[src/rtl/gb_ppu_pixel_fifo.sv]
// -----------------------------------------------------------------------------
// gb_ppu_pixel_fifo
//
// Pixel FIFO shared by the background/window and object pipelines of the PPU
// draw stage. Whole tile rows arrive from the fetcher in one cycle; the mixer
// sees a show-ahead head pixel and pops one pixel per cycle. With MERGE_EN=1 a
// sprite row can be overlaid onto the queued pixels starting at the head, using
// colour-0 transparency (an already-queued opaque sprite pixel wins).
//
// Pixel entry layout: {color[1:0], obj_palette, bg_priority}.
//
// Ports:
//   clk            system clock, rising edge
//   reset          asynchronous, active-high reset
//   flush_i        synchronous clear of all contents
//   push_valid_i   append a full row at the tail
//   push_data_i    row to append, pixel 0 (leftmost) in the low bits
//   push_ready_o   room for a full row (count_o <= DEPTH-ROW)
//   merge_valid_i  overlay a row starting at the head (MERGE_EN=1 only)
//   merge_data_i   object row, pixel 0 in the low bits
//   pop_i          consume the head pixel
//   pop_ack_o      a pop is taken this cycle
//   head_o         show-ahead head pixel, 0 when empty
//   empty_o        no valid entries
//   count_o        number of valid entries
// -----------------------------------------------------------------------------
module gb_ppu_pixel_fifo #(
    parameter int DEPTH    = 16,
    parameter int ROW      = 8,
    parameter int PIX_W    = 4,
    parameter int MERGE_EN = 0
) (
    input  logic                         clk,
    input  logic                         reset,
    input  logic                         flush_i,
    input  logic                         push_valid_i,
    input  logic [ROW*PIX_W-1:0]         push_data_i,
    output logic                         push_ready_o,
    input  logic                         merge_valid_i,
    input  logic [ROW*PIX_W-1:0]         merge_data_i,
    input  logic                         pop_i,
    output logic                         pop_ack_o,
    output logic [PIX_W-1:0]             head_o,
    output logic                         empty_o,
    output logic [$clog2(DEPTH+1)-1:0]   count_o
);

    localparam int CNT_W = $clog2(DEPTH + 1);
    localparam int PTR_W = (DEPTH > 1) ? $clog2(DEPTH) : 1;

    localparam logic [CNT_W:0]   DEPTH_W   = (CNT_W + 1)'(DEPTH);
    localparam logic [CNT_W-1:0] ROW_C     = CNT_W'(ROW);
    localparam logic [CNT_W-1:0] READY_MAX = CNT_W'(DEPTH - ROW);
    localparam logic [CNT_W-1:0] ONE_C     = CNT_W'(1);

    logic [PIX_W-1:0] mem [DEPTH];
    logic [PTR_W-1:0] head_ptr;
    logic [CNT_W-1:0] count_q;
    logic [PTR_W-1:0] tail_ptr;

    logic merge_fire;
    logic push_fire;
    logic pop_fire;

    // Modular pointer add. base < DEPTH and off <= DEPTH, so one conditional
    // subtraction is enough and DEPTH need not be a power of two.
    function automatic logic [PTR_W-1:0] wrap_add(input logic [PTR_W-1:0] base,
                                                   input logic [CNT_W-1:0] off);
        logic [CNT_W:0] sum;
        sum = (CNT_W + 1)'(base) + (CNT_W + 1)'(off);
        if (sum >= DEPTH_W) begin
            sum = sum - DEPTH_W;
        end
        return sum[PTR_W-1:0];
    endfunction

    // Object overlay of one slot. An occupied slot only takes the new pixel
    // when it is transparent and the new one is not; a slot beyond the queued
    // pixels always takes it.
    function automatic logic [PIX_W-1:0] overlay(input logic [PIX_W-1:0] old_pix,
                                                 input logic [PIX_W-1:0] new_pix,
                                                 input logic             occupied);
        logic [PIX_W-1:0] res;
        res = new_pix;
        if (occupied) begin
            if ((old_pix[PIX_W-1 -: 2] == 2'b00) && (new_pix[PIX_W-1 -: 2] != 2'b00)) begin
                res = new_pix;
            end else begin
                res = old_pix;
            end
        end
        return res;
    endfunction

    assign tail_ptr     = wrap_add(head_ptr, count_q);
    assign empty_o      = (count_q == '0);
    assign count_o      = count_q;
    assign push_ready_o = (count_q <= READY_MAX);
    assign head_o       = empty_o ? '0 : mem[head_ptr];

    // Flush outranks merge, merge outranks push/pop.
    assign merge_fire = (MERGE_EN != 0) && merge_valid_i && !flush_i;
    assign push_fire  = push_valid_i && push_ready_o && !flush_i && !merge_fire;
    assign pop_fire   = pop_i && !empty_o && !flush_i && !merge_fire;
    assign pop_ack_o  = pop_fire;

    always_ff @(posedge clk or posedge reset) begin
        if (reset) begin
            head_ptr <= '0;
            count_q  <= '0;
            for (int i = 0; i < DEPTH; i++) begin
                mem[i] <= '0;
            end
        end else if (flush_i) begin
            head_ptr <= '0;
            count_q  <= '0;
        end else if (merge_fire) begin
            for (int i = 0; i < ROW; i++) begin
                mem[wrap_add(head_ptr, CNT_W'(i))] <=
                    overlay(mem[wrap_add(head_ptr, CNT_W'(i))],
                            merge_data_i[i*PIX_W +: PIX_W],
                            CNT_W'(i) < count_q);
            end
            count_q <= (count_q > ROW_C) ? count_q : ROW_C;
        end else begin
            if (push_fire) begin
                for (int i = 0; i < ROW; i++) begin
                    mem[wrap_add(tail_ptr, CNT_W'(i))] <= push_data_i[i*PIX_W +: PIX_W];
                end
            end
            if (pop_fire) begin
                head_ptr <= wrap_add(head_ptr, ONE_C);
            end
            count_q <= count_q + (push_fire ? ROW_C : '0) - (pop_fire ? ONE_C : '0);
        end
    end

endmodule
[config.mk]
export PLATFORM = sky130hd
export DESIGN_NAME = gb_ppu_pixel_fifo
export DESIGN_NICKNAME = d
export VERILOG_FILES = /design/src/rtl/gb_ppu_pixel_fifo.sv
export SDC_FILE = /design/constraint.sdc
export NUM_CORES = 1
export LEC_CHECK = 0
export BUFFER_PORTS_ARGS = -buffer_cell sky130_fd_sc_hd__buf_2
export CORE_MARGIN = 1.5
export CORE_UTILIZATION = 43
export CTS_BUF_LIST = sky130_fd_sc_hd__clkbuf_8
export DETAILED_ROUTE_END_ITERATION = 10
export GPL_TIMING_DRIVEN = 0
export PLACE_DENSITY = 0.61
export SYNTH_ARGS = -nofsm -noshare
export SYNTH_HDL_FRONTEND = slang
export SYNTH_SLANG_ARGS = --single-unit
[constraint.sdc]
create_clock -name clk -period 4.3 [get_ports clk]
set_input_delay 0.43 -clock clk [delete_from_list [all_inputs] [get_ports clk]]
set_output_delay 0.43 -clock clk [all_outputs]
set_load 0.005 [all_outputs]
Yosys cells after proc, flatten, opt, wreduce, memory -nomap -nowiden:

Index checks and enable logic that the tools add are counted.

* bits in registers: 73
* bits of input ports: 70
* word-level logic and storage cells: 153

* add/subtract/negate cells: 21
* order comparisons: 28
* muxes and demuxes: 59
* bitwise operators: 10
* reductions and logical operators: 17

Operators with widths (number)
* bitwise mux 64 bit: 8
* 2-to-1 mux 4 bit: 40
* demux 4 bit (select 4 bit): 8
* >= comparator 5 bit, second input constant: 17
* NOT 4 -> 5 bit: 9
* less-than comparator 5 x 1 -> 1 bit, second input constant: 8
* subtractor 4 x 1 -> 4 bit, second input constant: 10
* adder 4 x 3 -> 5 bit, second input constant: 4
* binary-select mux 4 bit (select 4 bit): 1
* logical AND 1 bit: 12
* adder 4 x 1 -> 5 bit, second input constant: 2
* adder 4 x 2 -> 5 bit, second input constant: 2
* adder 4 x 5 -> 6 bit: 1
* >= comparator 6 x 5 -> 1 bit, second input constant: 1
* adder 5 x 4 -> 5 bit: 1
* >= comparator 4 x 5 -> 1 bit, second input constant: 1
* less-or-equal comparator 5 x 4 -> 1 bit, second input constant: 1
* zero test 5 bit: 1
* 2-to-1 mux 5 bit: 1
* subtractor 5 x 1 -> 5 bit: 1
* zero test 1 bit: 2
* AND reduction 2 bit: 1
* nonzero test 2 bit: 1
* 2-to-1 mux 1 bit: 1
* NOT 1 bit: 1

Longest topological paths before layout:

* word-level depth: 20
* mapped depth: 18
* mapped depth without buffers: 14

Worst setup path after synthesis:

No wires, ideal clock.

* path type: reg2reg
* start: register head_ptr[1]
* end: register mem[44] (netlist name)
* setup time: 0.125 ns
* arrival time: 4.483 ns
* setup slack: -0.308 ns
* cell stages (with the launch flop): 18
* cells stage by stage: dfrtp_1 clkbuf_1 clkbuf_1 inv_1 fa_1 xnor2_1 inv_2 buf_1 buf_1 ha_1 inv_1 a21oi_1 xnor3_1 nor2_1 a2111o_1 nor4_4 nor2_1 mux2_2

* cells in the longest elaborated chain, start to end: 20
* elaborated cells on any way between the ends: 107
* those cells by class: 17 x add/sub; 25 x order compare; 49 x mux; 8 x bitwise; 8 x reduce/logical

RTL lines
* start: declaration: RTL line 57 `logic [PTR_W-1:0] head_ptr;`
* start signal: assignment: RTL line 132 `head_ptr <= wrap_add(head_ptr, ONE_C);`
* adder 4 x 5 -> 6 bit *: RTL line 70 `sum = (CNT_W + 1)'(base) + (CNT_W + 1)'(off);`
* >= comparator 6 x 5 -> 1 bit / subtractor 4 x 1 -> 4 bit (equally long branches): RTL line 71, 72
* 2-to-1 mux 4 bit *: RTL line 71 `if (sum >= DEPTH_W) begin`
* adder 4 x 1 -> 5 bit, or another cell as far along: RTL line 70
* subtractor 4 x 1 -> 4 bit, or another cell as far along: RTL line 72 `sum = sum - DEPTH_W;`
* 2-to-1 mux 4 bit, on equally long branches: RTL line 71, 126
* 2-to-1 mux 4 bit, on equally long branches: RTL line 126, 114
* 2-to-1 mux 4 bit / NOT 4 -> 5 bit (equally long branches): RTL line 114, 128
* NOT 4 -> 5 bit (implied by the code), or another cell as far along: RTL line 128 `mem[wrap_add(tail_ptr, CNT_W'(i))] <= push_data_i[i*PIX_W +: PIX_W];`
* >= comparator 5 bit (implied by the code), or another cell as far along: RTL line 128
* logical AND 1 bit (implied by the code) / 2-to-1 mux 4 bit (equally long branches): RTL line 128
* 2-to-1 mux 4 bit (implied by the code) / demux 4 bit (select 4 bit) (equally long branches): RTL line 128
* demux 4 bit (select 4 bit) / bitwise mux 64 bit (equally long branches): RTL line 128
* bitwise mux 64 bit (6 in series): RTL line 128
* bitwise mux 64 bit *: RTL line 128
* end signal: indexed assignment: RTL line 119 `mem[wrap_add(head_ptr, CNT_W'(i))] <=`
* end signal: indexed assignment: RTL line 128
* end: declaration: RTL line 56 `logic [PIX_W-1:0] mem [DEPTH];`

Mark *: on every way between the ends. The rest lies on a longest branch, timed or not. The select of a mux whose other input is x is not followed.
A chain may end at the register's enable or synchronous reset.

Worst setup path after layout:

* start: register head_ptr[1]
* end: register mem[2] (netlist name)

Same word-level chain as after synthesis.

==> qor.yml <==
clock_network:
  cts_max_level: 3
  clkTransAtPathRegs_ns: 0.08
  cts_tree: "yes"
  clock-sinks: 73
  clockBufferDepth: 2
  numCtsBuffers: 9
  clk_latency_ns: 0.36
  cts-root-buf: "clkbuf_8"
worst_setup_path:
  worstSetupPathType: "flop to flop"
  cp_cell_sequence: "clkbuf_16, inv_1, fa_2, nor2b_1, clkbuf_1, nand2_1, a21oi_2, a22o_1, a211oi_1, a211oi_1, a21oi_1, o21ai_0"
  critPathRequiredTime_ns: 4.57
  critPathArrivalTime_ns: 4.61
  worst_setup_path_start_kind: "flop"
  slowest_stage: "a21oi_2"
  cp_max_fo: 19
  critPathCaptureType: "flop"
  critPathMaxStageDelay_ns: 0.77
  cpMostUsedCell: "a211oi_1"
placement:
  dp_hpwl_um: 38000
  place.gp.congestion: 1.14
  portBuffers: 32
  post-place-cells: 1414
  post-place-ws_ns: -2.02
  placed_area_sq_mm: 0.00895
global_route:
  grt_use_total_pct: 51.2
  overflow: 0
  grt_pass1_vias: 10400
  grt_max_degree: 69
  antenna_found_initial: 2
  grt_pass1_wl_um: 73800
sta:
  fin_ws_ns: -0.0375
  slew_viol_final: 0
  fmax_mhz: 231
  max_slew_margin_pct: 28.2
  worstMarginPinSlew_ns: 1.08
  fin_skew_ns: 0.00489
  period_needed_ns: 4.34
  fin_crit_sh_pct: 101
  setup_viol: 2
  rsz0062_at_grt: "true"
  hold_viol_final: 0
synthesis:
  synthFlopType: "dfrtp_1"
  synth_top_cell_area_share_pct: 21.7
  yosys.area.top_type: "dfrtp_1"
  synth_cell_types: 78
  synth.area.top_cells: "dfrtp_1 (22%), nor2_1 (7.0%), nand2_1 (5.9%), mux4_2 (5.3%), a21oi_1 (4.4%)"
  yosysSeqAreaShare_pct: 21.7
  synth_nets: 1202
  mappedNetlistArea_sq_mm: 0.00843
  ys_seq_elements: 73
  synth-edff-count: 0
  ys_async_sr_fraction_pct: 100
  postSynthAreaPerCell_sq_um: 7.55
  yosys_warnings: 0
  synth_cells: 1116
power:
  p_leak_nw: 3.62
  peakVddDrop_mv: 0.414
  total_power_mw: 9.91
  power_per_cell_area_mw_per_mm2: 1020
routing:
  num_vias: 11200
  dr.pass1.iters: 7
  drt_wl_total_um: 51900
  drc_errors: 0
  routed_via_density: 7.79
  first_iter_violations: 2169
  wl_per_cell_um: 36.0
  ant_nets: 0
die:
  die-area_sq_mm: 0.0204
  core_area_sq_mm: 0.0193
  die_y_um: 143
  initial_core_util_pct: 43.6
  num_io_pins: 82
  die_w_um: 143
  row_count: 51
cells_and_area:
  fillers: 1980
  final_cell_area_sq_mm: 0.00974
  area_growth_pct: 15.5
  drive_gt1_share_pct: 18.3
  utilization_pct: 50.4
  final_nets: 1260
  n_antenna_cell: 0
  fin_cells: 1443
status:
  violations: "negative setup slack"
  status: "finished, violations left"
worst_hold_path:
  worstHoldPathType: "flop to flop"
job:
  maxCapViolations: 0
==> Yosys cell counts, types with 5 or more instances <==
| master | n |
|---|---|
| a21o_1 | 7 |
| mux4_2 | 20 |
| a211o_1 | 5 |
| o22ai_1 | 22 |
| mux2_2 | 13 |
| dfrtp_1 | 73 |
| a31oi_1 | 34 |
| xnor3_1 | 6 |
| clkbuf_1 | 80 |
| o221ai_1 | 12 |
| o2bb2ai_1 | 9 |
| xnor2_1 | 12 |
| buf_1 | 8 |
| or3_1 | 12 |
| and3_1 | 13 |
| a211oi_1 | 16 |
| nor2_1 | 158 |
| nand2_1 | 132 |
| mux2i_1 | 12 |
| nand2b_1 | 7 |
| a21oi_1 | 74 |
| nor3_1 | 27 |
| o21ai_0 | 62 |
| a32oi_1 | 5 |
| nand3_1 | 20 |
| a222oi_1 | 7 |
| nand4_1 | 6 |
| o22a_1 | 9 |
| a221oi_1 | 38 |
| and2_1 | 5 |
| inv_1 | 20 |
| buf_2 | 13 |
| nor2b_1 | 10 |
| nor4_1 | 6 |
| a22o_1 | 15 |
| ha_1 | 14 |
| a22oi_1 | 33 |
| a2111oi_0 | 6 |
| o211ai_1 | 5 |
| a32o_1 | 14 |
| a221o_1 | 6 |
==> per-layer routing <==
layer / track usage, % / vias to the layer above / wire length, um / part of all wire [%]
met5: 0 / - / 13 / 0.025
met4: 35.5 / 2 / 5050 / 9.7
met3: 22.1 / 373 / 8040 / 15
met2: 72.2 / 1129 / 20600 / 40
met1: 62.5 / 5324 / 18200 / 35
li1: - / 4407 / - / -
==> metrics by stage <==
step / setup TNS (ns) / hold WS (ns)
finish: -0.0691 / 0.483
global route: -0.114 / 0.500
CTS: -0.000430 / 0.483
detailed placement: -104.92 / 0.323
global placement: -107.27 / 0.460
floorplan: 0 / 0.443
==> area by class of cell <==
cell class / instances / area, sq um / area share (%)
multi-input cells: 918 / 6480 / 66.6
flip-flops and latches: 73 / 1830 / 18.8
plain buffers: 98 / 463 / 4.76
repair buffers: 52 / 333 / 3.42
well taps: 265 / 332 / 3.41
clock buffers: 9 / 124 / 1.27
inverters: 22 / 90.1 / 0.925
clock inverters: 6 / 85.1 / 0.874
==> sequential cells by signal, indices dropped and copies added (netlist names) <==
name	cells
mem	64
head_ptr	4
count_o	5
==> critical path: cells and delay by family (launching register included) <==
family	cells	cell delay, ns
AOI/OAI and AO/OA	6	1.83
and+or+nand+nor	2	0.72
adders and majority gates	1	0.53
buffers and inverters	3	0.70
DFF	1	0.45
==> path summary, 6_finish.rpt <==
kind | cells past startpoint | from | to | slack, ns
max | 12 | head_ptr[1]$_DFFE_PP0P_ | mem[2]$_DFFE_PP0P_ | -0.04
min | 2 | mem[50]$_DFFE_PP0P_ | mem[50]$_DFFE_PP0P_ | 0.48
max reg2reg | 12 | head_ptr[1]$_DFFE_PP0P_ | mem[2]$_DFFE_PP0P_ | -0.04
min reg2reg | 2 | mem[50]$_DFFE_PP0P_ | mem[50]$_DFFE_PP0P_ | 0.48
max in group asynchronous | 4 | reset | mem[20]$_DFFE_PP0P_ | 3.27
min in group asynchronous | 3 | reset | head_ptr[3]$_DFFE_PP0P_ | 0.49
==> cells in the final DEF (no fill, tap or decap), types with 21 or more instances in the layout <==
master,netlist,routed
a21oi_1,74,64
a221oi_1,38,30
a22oi_1,33,32
a31oi_1,34,33
buf_2,13,45
buf_4,1,21
clkbuf_1,80,64
dfrtp_1,73,71
nand2_1,132,131
nor2_1,158,143
nor3_1,27,26
o21ai_0,62,62
o22ai_1,22,22
==> cells by family after synthesis <==
group	after synthesis	share of synthesized area (%)
flops	73	21.7
mux	46	8.64
xor+xnor	25	3.98
simple gates	415	22.2
buf+inv	125	5.89
fa+ha+maj	16	2.55
compound gates	416	35.0
==> report_power, final <==
group	internal [mW]	switching, mW
registers	0.971	0.181
logic	2.64	5.52
clock network	0.321	0.275
total	3.93	5.97
==> repair_timing <==
| action | in CTS | in global routing |
|---|---|---|
| gates cloned | 0 | 0 |
| hold buffers | 1 | 0 |
| resized for setup | 63 | 56 |
| pin swaps | 7 | 13 |
| buffers inserted | 8 | 10 |
| endpoints found under the hold margin | 5 | 0 |
| endpoints found under the setup margin | 64 | 60 |
(Power assumes the default switching activity.)
